--- config.mk ---
export PLATFORM = sky130hd
export DESIGN_NAME = membuf
export DESIGN_NICKNAME = d
export VERILOG_FILES = /design/src/rtl/membuf_pkg.sv /design/src/rtl/membuf_fifo.sv /design/src/rtl/membuf.sv
export SDC_FILE = /design/constraint.sdc
export NUM_CORES = 1
export LEC_CHECK = 0
export BUFFER_PORTS_ARGS = -buffer_cell sky130_fd_sc_hd__clkbuf_2
export CAP_MARGIN = 10
export CORE_ASPECT_RATIO = 0.75
export CORE_UTILIZATION = 57
export DETAILED_ROUTE_END_ITERATION = 6
export PLACE_DENSITY = 0.81
export SLEW_MARGIN = 20
export SYNTH_ARGS = -nofsm -noshare
export SYNTH_HDL_FRONTEND = slang
export SYNTH_SLANG_ARGS = --single-unit
--- constraint.sdc ---
create_clock -name clk -period 9.2 [get_ports clk]
set_input_delay 0.92 -clock clk [delete_from_list [all_inputs] [get_ports clk]]
set_output_delay 0.92 -clock clk [all_outputs]
set_load 0.01 [all_outputs]
--- src/rtl/membuf_pkg.sv ---
// membuf_pkg: shared widths, request layout, FSM states and lane helpers for membuf
package membuf_pkg;
  localparam int XLEN = 32;
  localparam int MEMB_PARA = 9;
  localparam logic [1:0] SZ_B = 2'd0;
  localparam logic [1:0] SZ_H = 2'd1;
  localparam logic [1:0] SZ_W = 2'd2;
  typedef enum logic [1:0] {S_IDLE, S_REQ, S_WAIT} state_t;
  // Field order matches {mem_para, mem_addr, mem_wdata} so a push is a plain concatenation
  typedef struct packed {
    logic [4:0]      rd;
    logic [2:0]      f3;
    logic            st;
    logic [XLEN-1:0] addr;
    logic [XLEN-1:0] wdata;
  } req_t;
  // Legal funct3 for the direction and naturally aligned for its size
  function automatic logic legal(input logic st, input logic [2:0] f3, input logic [1:0] off);
    logic ok_f3;
    ok_f3 = st ? (f3 <= 3'd2) : (f3 != 3'd3 && f3 <= 3'd5);
    return ok_f3 && !(f3[1:0] == SZ_H && off[0]) && !(f3[1:0] == SZ_W && off != 2'b00);
  endfunction
  function automatic logic [3:0] be_of(input logic [1:0] sz, input logic [1:0] off);
    return (sz == SZ_B ? 4'b0001 : sz == SZ_H ? 4'b0011 : 4'b1111) << off;
  endfunction
  // Stores replicate the datum across all lanes; byte enables pick the live one
  function automatic logic [XLEN-1:0] wd_of(input logic [1:0] sz, input logic [XLEN-1:0] w);
    return sz == SZ_B ? {4{w[7:0]}} : sz == SZ_H ? {2{w[15:0]}} : w;
  endfunction
  // f3[2] set means unsigned (BU/HU)
  function automatic logic [XLEN-1:0] ld_ext(input logic [2:0] f3, input logic [1:0] off,
                                             input logic [XLEN-1:0] r);
    logic [XLEN-1:0] s;
    s = r >> {off, 3'b000};
    return f3[1:0] == SZ_B ? {{(XLEN-8){s[7] & ~f3[2]}}, s[7:0]} :
           f3[1:0] == SZ_H ? {{(XLEN-16){s[15] & ~f3[2]}}, s[15:0]} : s;
  endfunction
endpackage

--- src/rtl/membuf_fifo.sv ---
// membuf_fifo: synchronous FIFO holding queued memory requests
module membuf_fifo #(
  parameter int W = 73,
  parameter int D = 4
) (
  input  logic                 clk,
  input  logic                 rst,
  input  logic                 push,
  input  logic                 pop,
  input  logic [W-1:0]         din,
  output logic [W-1:0]         dout,
  output logic                 full,
  output logic                 empty,
  output logic [$clog2(D):0]   count
);
  localparam int AW = $clog2(D);
  localparam int CW = AW + 1;
  logic [W-1:0]  mem_q [D];
  logic [AW-1:0] wp_q, rp_q;
  logic [CW-1:0] cnt_q;
  logic          wr, rd;
  // A push into a full queue is only accepted when the head leaves in the same cycle
  assign wr    = push && (!full || pop);
  assign rd    = pop && !empty;
  assign full  = cnt_q == CW'(D);
  assign empty = cnt_q == '0;
  assign dout  = mem_q[rp_q];
  assign count = cnt_q;
  // Storage array, no reset needed since pointers gate visibility
  always_ff @(posedge clk) begin
    if (wr) mem_q[wp_q] <= din;
  end
  // Pointers wrap naturally at the power-of-two depth
  always_ff @(posedge clk or posedge rst) begin
    if (rst) begin
      wp_q  <= '0;
      rp_q  <= '0;
      cnt_q <= '0;
    end else begin
      wp_q  <= wp_q + AW'(wr);
      rp_q  <= rp_q + AW'(rd);
      cnt_q <= cnt_q + CW'(wr) - CW'(rd);
    end
  end
  a_no_overflow: assert property (@(posedge clk) disable iff (rst) !(push && full && !pop));
endmodule

--- src/rtl/membuf.sv ---
// membuf: in-order load/store request queue driving the data-memory bus with load writeback
module membuf
  import membuf_pkg::*;
#(
  parameter int MEMB_DEPTH = 4
) (
  input  logic                 clk,
  input  logic                 rst,
  input  logic                 mem_vld,
  input  logic [MEMB_PARA-1:0] mem_para,
  input  logic [XLEN-1:0]      mem_addr,
  input  logic [XLEN-1:0]      mem_wdata,
  output logic                 membuf_full,
  output logic                 membuf_idle,
  output logic                 mem_err,
  output logic                 dmem_req,
  output logic                 dmem_we,
  output logic [3:0]           dmem_be,
  output logic [XLEN-1:0]      dmem_addr,
  output logic [XLEN-1:0]      dmem_wdata,
  input  logic                 dmem_gnt,
  input  logic                 dmem_rvalid,
  input  logic [XLEN-1:0]      dmem_rdata,
  output logic [4:0]           lw_sel,
  output logic [XLEN-1:0]      lw_data
);
  localparam int CW = $clog2(MEMB_DEPTH) + 1;
  localparam logic [CW-1:0] DEP  = CW'(MEMB_DEPTH);
  localparam logic [CW-1:0] DEP1 = CW'(MEMB_DEPTH - 1);
  req_t            head;
  logic            pop, empty, fifo_full, full_d, full_q, ok;
  logic [CW-1:0]   count;
  state_t          state_q;
  logic            err_q, req_q, we_q;
  logic [3:0]      be_q;
  logic [XLEN-1:0] addr_q, wdata_q, lw_data_q;
  logic [4:0]      rd_q, lw_sel_q;
  logic [2:0]      f3_q;
  logic [1:0]      off_q;
  membuf_fifo #(.W($bits(req_t)), .D(MEMB_DEPTH)) u_fifo (
    .clk   (clk),
    .rst   (rst),
    .push  (mem_vld),
    .pop   (pop),
    .din   ({mem_para, mem_addr, mem_wdata}),
    .dout  (head),
    .full  (fifo_full),
    .empty (empty),
    .count (count)
  );
  assign ok     = legal(head.st, head.f3, head.addr[1:0]);
  // Bad requests leave from IDLE without touching the bus; good ones leave on grant
  assign pop    = (state_q == S_IDLE && !empty && !ok) || (state_q == S_REQ && dmem_gnt);
  assign full_d = (count == DEP) || (count == DEP1 && mem_vld && !pop);
  assign membuf_full = full_q;
  assign membuf_idle = empty && state_q == S_IDLE;
  assign mem_err     = err_q;
  assign dmem_req    = req_q;
  assign dmem_we     = we_q;
  assign dmem_be     = be_q;
  assign dmem_addr   = addr_q;
  assign dmem_wdata  = wdata_q;
  assign lw_sel      = lw_sel_q;
  assign lw_data     = lw_data_q;
  // Registered back-pressure to the scheduler
  always_ff @(posedge clk or posedge rst) begin
    if (rst) full_q <= 1'b0;
    else     full_q <= full_d;
  end
  // Issue FSM: register head onto the bus, hold until grant, then await load data
  always_ff @(posedge clk or posedge rst) begin
    if (rst) begin
      state_q   <= S_IDLE;
      err_q     <= 1'b0;
      req_q     <= 1'b0;
      we_q      <= 1'b0;
      be_q      <= '0;
      addr_q    <= '0;
      wdata_q   <= '0;
      rd_q      <= '0;
      f3_q      <= '0;
      off_q     <= '0;
      lw_sel_q  <= '0;
      lw_data_q <= '0;
    end else begin
      err_q    <= 1'b0;
      lw_sel_q <= '0;
      unique case (state_q)
        S_IDLE: begin
          if (!empty && !ok) err_q <= 1'b1;
          if (!empty && ok) begin
            req_q   <= 1'b1;
            we_q    <= head.st;
            be_q    <= be_of(head.f3[1:0], head.addr[1:0]);
            addr_q  <= {head.addr[XLEN-1:2], 2'b00};
            wdata_q <= wd_of(head.f3[1:0], head.wdata);
            rd_q    <= head.rd;
            f3_q    <= head.f3;
            off_q   <= head.addr[1:0];
            state_q <= S_REQ;
          end
        end
        S_REQ: begin
          if (dmem_gnt) begin
            req_q   <= 1'b0;
            state_q <= we_q ? S_IDLE : S_WAIT;
          end
        end
        S_WAIT: begin
          if (dmem_rvalid) begin
            lw_sel_q  <= rd_q;
            lw_data_q <= ld_ext(f3_q, off_q, dmem_rdata);
            state_q   <= S_IDLE;
          end
        end
        default: state_q <= S_IDLE;
      endcase
    end
  end
endmodule

## Yosys cells after proc, flatten, opt, wreduce, memory -nomap -nowiden

Memories as Yosys holds them, arrays and structs flattened.
Cells that the tools add are included.

- Add/subtract/negate cells: 4
- Multiply operators: 0
- Divide/modulo/power cells: 0
- Order comparisons: 2
- Equal/unequal tests: 11
- Shift operators: 2
- Muxes and demuxes: 21
- Bitwise logic cells: 3
- Reduce and logical (&&, ||, !) cells: 34

Operator list:

| operator | number |
|---|---|
| 32-bit 2-to-1 mux | 4 |
| 32-bit by 5-bit >> shifter with 32-bit output | 1 |
| 1-bit logical AND | 15 |
| 5-bit 2-to-1 mux | 2 |
| 2-bit 2-to-1 mux | 4 |
| 4-bit 2-to-1 mux | 2 |
| 1-bit 2-to-1 mux | 7 |
| 2-bit by 1-bit equality test with 1-bit output, second input constant | 3 |
| 1-bit logical NOT | 6 |
| 2-bit logical NOT | 3 |
| 2-bit case mux with 3 select lines | 1 |
| 3-bit AND reduction | 2 |
| 2-bit by 1-bit adder with 2-bit output | 2 |
| 2-bit equality test, second input constant | 2 |
| 2-bit != test, second input constant | 2 |
| 2-bit AND reduction | 2 |
| 2-bit nonzero test | 2 |
| 4-bit by 2-bit << shifter with 4-bit output | 1 |
| 3-bit by 1-bit adder with 3-bit output | 1 |
| 3-bit by 2-bit equality test with 1-bit output, second input constant | 1 |
| 3-bit equality test, second input constant | 1 |
| 3-bit by 2-bit less-or-equal comparator with 1-bit output, second input constant | 1 |
| 3-bit less-or-equal comparator, second input constant | 1 |
| 3-bit logical NOT | 1 |
| other kinds (7) | 10 |

- Flip-flop bits (word level): 126
- Latch bits: 0
- RAM bits: 292
- ROM bits: 0
- Logic and storage cells: 94
- Memories: 1

Memories:

| name | words | width | read ports | clocked after Yosys merged registers in | write ports | RTL line | source |
|---|---|---|---|---|---|---|---|
| u_fifo.mem_q | 4 | 73 | 1 | 0 | 1 | membuf_fifo.sv:18 | `logic [W-1:0] mem_q [D];` |

## Depth between registers and ports, before layout

An unclocked memory read counts as a cell.

- Depth in word-level cells: 13
- Depth in mapped cells: 12

## Modules after synthesis

A second synthesis with hierarchy kept.

- Cells, all modules: 894
- Area, all modules: 16,459.5 sq um

By module, submodules not included:

| module | instances | cells each | area each (sq um) |
|---|---|---|---|
| membuf_fifo | 1 | 413 | 10,906.7 |
| membuf | 1 | 481 | 5,552.8 |

## Worst setup path after synthesis

OpenSTA, ideal clock, no wires.

- Path kind: input to register
- Start: in dmem_gnt
- End: mem u_fifo.mem_q[1][0], enable pin
- Library setup time: 0.609 ns
- Data arrival time: 6.693 ns
- Data required time: 8.591 ns
- Setup slack: 1.898 ns
- Stages on the path: 4
- Cells stage by stage: and3b_1 > o21a_1 > a31oi_1 > nor3b_1

- Longest elaborated chain between the ends: 6

RTL lines:

| element | RTL line | source |
|---|---|---|
| from (decl) | membuf.sv:21 | `input logic dmem_gnt,` |
| 1-bit logical AND | membuf.sv:53 | `assign pop = (state_q == S_IDLE && !empty && !ok) \|\| (state_q == S_REQ && dmem_gnt);` |
| 1-bit logical OR | membuf.sv:53 |  |
| 1-bit logical OR | membuf_fifo.sv:23 | `assign wr = push && (!full \|\| pop);` |
| 1-bit logical AND | membuf_fifo.sv:23 |  |
| 1-bit 2-to-1 mux | membuf_fifo.sv:31 | `if (wr) mem_q[wp_q] <= din;` |
| 1-bit 2-to-1 mux (implied by the code) | membuf_fifo.sv:31 |  |
| to (decl) | membuf_fifo.sv:18 |  |

Every way passes these cells.

## Worst setup path in the final report

- Start: reg u_fifo.rp_q[1]
- End: mem u_fifo.mem_q[1][0], enable pin

- Longest elaborated chain between the ends: 13
- Elaborated cells on any way between the ends: 22

RTL lines:

| element | RTL line | source |
|---|---|---|
| from (decl) | membuf_fifo.sv:19 | `logic [AW-1:0] wp_q, rp_q;` |
| from (signal assigned) | membuf_fifo.sv:41 | `rp_q <= rp_q + AW'(rd);` |
| memory 4 x 73 bit (*) | -- |  |
| 3-bit less-or-equal comparator, or another cell as far along | membuf_pkg.sv:20 | `ok_f3 = st ? (f3 <= 3'd2) : (f3 != 3'd3 && f3 <= 3'd5);` |
| 1-bit logical AND (on tied branches) | membuf_pkg.sv:20, membuf_pkg.sv:21 |  |
| 1-bit 2-to-1 mux / 1-bit logical NOT (equally long branches) | membuf_pkg.sv:20, membuf_pkg.sv:21 |  |
| 1-bit logical AND | membuf_pkg.sv:21 | `return ok_f3 && !(f3[1:0] == SZ_H && off[0]) && !(f3[1:0] == SZ_W && off != 2'b00);` |
| 1-bit logical AND (*) | membuf_pkg.sv:21 |  |
| 1-bit logical NOT (*) | membuf.sv:53 |  |
| 1-bit logical AND (*) | membuf.sv:53 |  |
| 1-bit logical OR (*) | membuf.sv:53 |  |
| 1-bit logical OR (*) | membuf_fifo.sv:23 |  |
| 1-bit logical AND (*) | membuf_fifo.sv:23 |  |
| 1-bit 2-to-1 mux (*) | membuf_fifo.sv:31 |  |
| 1-bit 2-to-1 mux (implied by the code) (*) | membuf_fifo.sv:31 |  |

Mark *: on every way between the ends. The rest lies on a longest branch, timed or not.

==> metrics.cfg <==
[worst_setup_path]
r2r-end=u_fifo.mem_q[1][0]$_DFFE_PP_
critPathArrivalTime_ns=4.52
path_cells=buf_4, mux4_2, a221o_1, a31oi_1, nor3b_2, buf_4
path_depth=6
crit_path_start_kind=flop
r2r_cells=6
cpMostUsedCell=buf_4
cp.required_ns=9.36
path_max_fanout=65
reg2reg_from=u_fifo.rp_q[1]$_DFF_PP0_
cp-end-kind=flop
critPathLaunch=u_fifo.rp_q[1]$_DFF_PP0_
regToRegSetupSlack_ns=4.84
crit_slowest_cell=buf_4
endpoint=u_fifo.mem_q[1][0]$_DFFE_PP_
cpPeakStageDelay_ns=0.85
crit_family=buffers and inverters
path_buf_inv=2
critical_path_class=reg2reg

[detailed_routing]
drt-pass1-iter-count=5
viasPerCell=5.78
routedWlPerCell_um=22.6
antenna_left=0
vias=8714
wl_um=34000
drc=0
drt_iter0_drc=673

[final_layout]
syn_to_final_growth_pct=16.5
drive_above_1_share_pct=42.2
final_util_pct=67.6
seq_area_sq_um=11900
multiInputGateArea_sq_um=4150
finalNetCount=1209
fillerInstances=1858

[synthesis]
synthCells=867
synth_warnings=0
async_flop_share_pct=30.1
synth_top_cell_by_area=edfxtp_1
yosysMostFrequentCell=edfxtp_1
synth_edf_count=292
synth-seq-area-share_pct=73.3
yosysTopAreaCellShare_pct=53.9
synth_area_leaders=edfxtp_1 (54%), dfrtp_1 (19%), mux4_2 (10%)
yosys-top-cells-count=edfxtp_1 (292), dfrtp_1 (126), mux2_2 (95)
ys_ff_latch=418
synth_ff_type=edfxtp_1
avgSynthCellArea_sq_um=18.8
synth_cell_types=46
mappedNetlistArea_sq_um=16300

[die]
fp.dieH_um=148
rows=53
die_w_um=197
ioPinCount=220
die_area_sq_um=29200
core_area_sq_um=28100
start_util_pct=58.0

[grt]
antenna_found_initial=3
grt_usage_pct=23.9
overflow=0
grt_pass1_wl_um=52100
grt_max_degree=80
grt_pass1_vias=8929

[clock_network]
cts_made_buffers=39
cts_tree=yes
clock-sinks=418
cts_hold_buf=0
clk_pin_slew_worst_paths_ns=0.06
clkLatencyLatePin_ns=0.54
root_buffer=clkbuf_16
postCtsSetupRepairBufs=0
cts_htree_levels=2
cts_buffer_depth=3
ctsResizeCount=0

[power]
power_frac_comb_pct=36.5
powerDensity_nw_per_um2=375
sw_frac_of_total_pct=32.8
seqPwrFrac_pct=42.6
p_int_mw=4.77
peakVddDrop_uv=214
power_leakage_nw=7.26
power.switching_mw=2.33
clkPwrFrac_pct=20.9

[timing]
max_clock_freq_mhz=229
slew_headroom_pct=27.0
fin_crit_sh_pct=47.4
setup_viol=0
fin_crit_ns=4.36
finalSetupTns_ns=0
clock_skew_ns=0.0275
hold_viol=0
rsz0062_at_grt=no
drv_slew=0
worst_pin_slew_ns=1.10

[placement]
dpl.hpwl_um=21200
place_congestion=0.846
io_buffer_count=217

[run]
cap_violations=0

[hold_path]
hold_path_class=in2async

[run_status]
outcome=finished, final reports clean

placed cells by master (no fill, tap or decap), types with 10 or more instances in the layout:
master	count
edfxtp_1	292
mux2i_1	21
and2_1	10
clkbuf_2	217
clkbuf_16	39
nand2_1	43
mux2_2	95
buf_4	12
nor2_1	42
a21oi_1	29
dfrtp_1	124
mux4_2	74
o21ai_0	21
metrics by stage:
stage                     area [sq um]  hold WS (ns)  setup slack [ns]  cells  total power, mW
final                            19000         0.481              4.84   1508             7.11
after global routing             19000         0.507              4.51   1508             7.47
after CTS                        18900         0.486              4.72   1507             7.18
after detailed placement         17800         0.471              4.77   1438             5.67
after global placement           17800         0.461              4.84   1438             5.58
after floorplan                  16300         0.447              1.90    868             4.88
layout make-up:
class | instances | share of cell area [%]
multi-input combinational | 396 | 21.9
sequential | 418 | 62.9
antenna | 1 | 0.0132
tap | 385 | 2.54
clock buffer | 51 | 5.60
inverter | 9 | 0.205
timing repair buffer | 230 | 6.27
clock inverter | 18 | 0.555
cell families after synthesis:
family / Yosys count / synth area share, %
flops: 418 / 73.3
mux: 198 / 18.8
simple gates: 119 / 3.32
compound gates: 68 / 2.42
buf+inv: 54 / 1.48
fa+ha+maj: 5 / 0.431
xor+xnor: 4 / 0.215
other cells: 1 / 0.0230
power by group through the flow:
stage / sequential, mW / clock [mW] / combinational [mW]
global placement: 3.03 / 0 / 2.56
global route: 3.09 / 1.58 / 2.80
finish: 3.03 / 1.48 / 2.59
detailed placement: 3.06 / 0 / 2.61
floorplan: 3.11 / 0 / 1.76
CTS: 3.03 / 1.52 / 2.63
per-layer routing:
metal  routed length, um  GRT usage (%)  vias to the layer above
met4                 689           6.40                        4
met2               16400           38.1                      379
met3                2590           5.01                       52
met5                  31              0                        -
li1                    -              -                     3816
met1               14300           34.1                     4463
worst min-delay path by stage:
stage	endpoint	startpoint	slack, ns
6_report	dmem_be[0]$_DFFE_PP0P_	rst	0.48
2_1_floorplan	lw_sel[0]$_DFF_PP0_	rd_q[0]$_DFFE_PP0P_	0.45
3_5_place_dp	lw_data[0]$_DFFE_PP0P_	lw_data[0]$_DFFE_PP0P_	0.47
5_1_grt	lw_sel[0]$_DFF_PP0_	rd_q[0]$_DFFE_PP0P_	0.51
4_1_cts	lw_data[0]$_DFFE_PP0P_	lw_data[0]$_DFFE_PP0P_	0.49
3_3_place_gp	lw_data[5]$_DFFE_PP0P_	lw_data[5]$_DFFE_PP0P_	0.46
state kept, by name, summed over array words and instances (netlist names), 3 cells and up:
register,flops
dmem_addr,30
dmem_be,4
dmem_wdata,32
f3_q,3
lw_data,32
lw_sel,5
rd_q,5
u_fifo.count,3
u_fifo.mem_q,292
(Power assumes the default switching activity.)
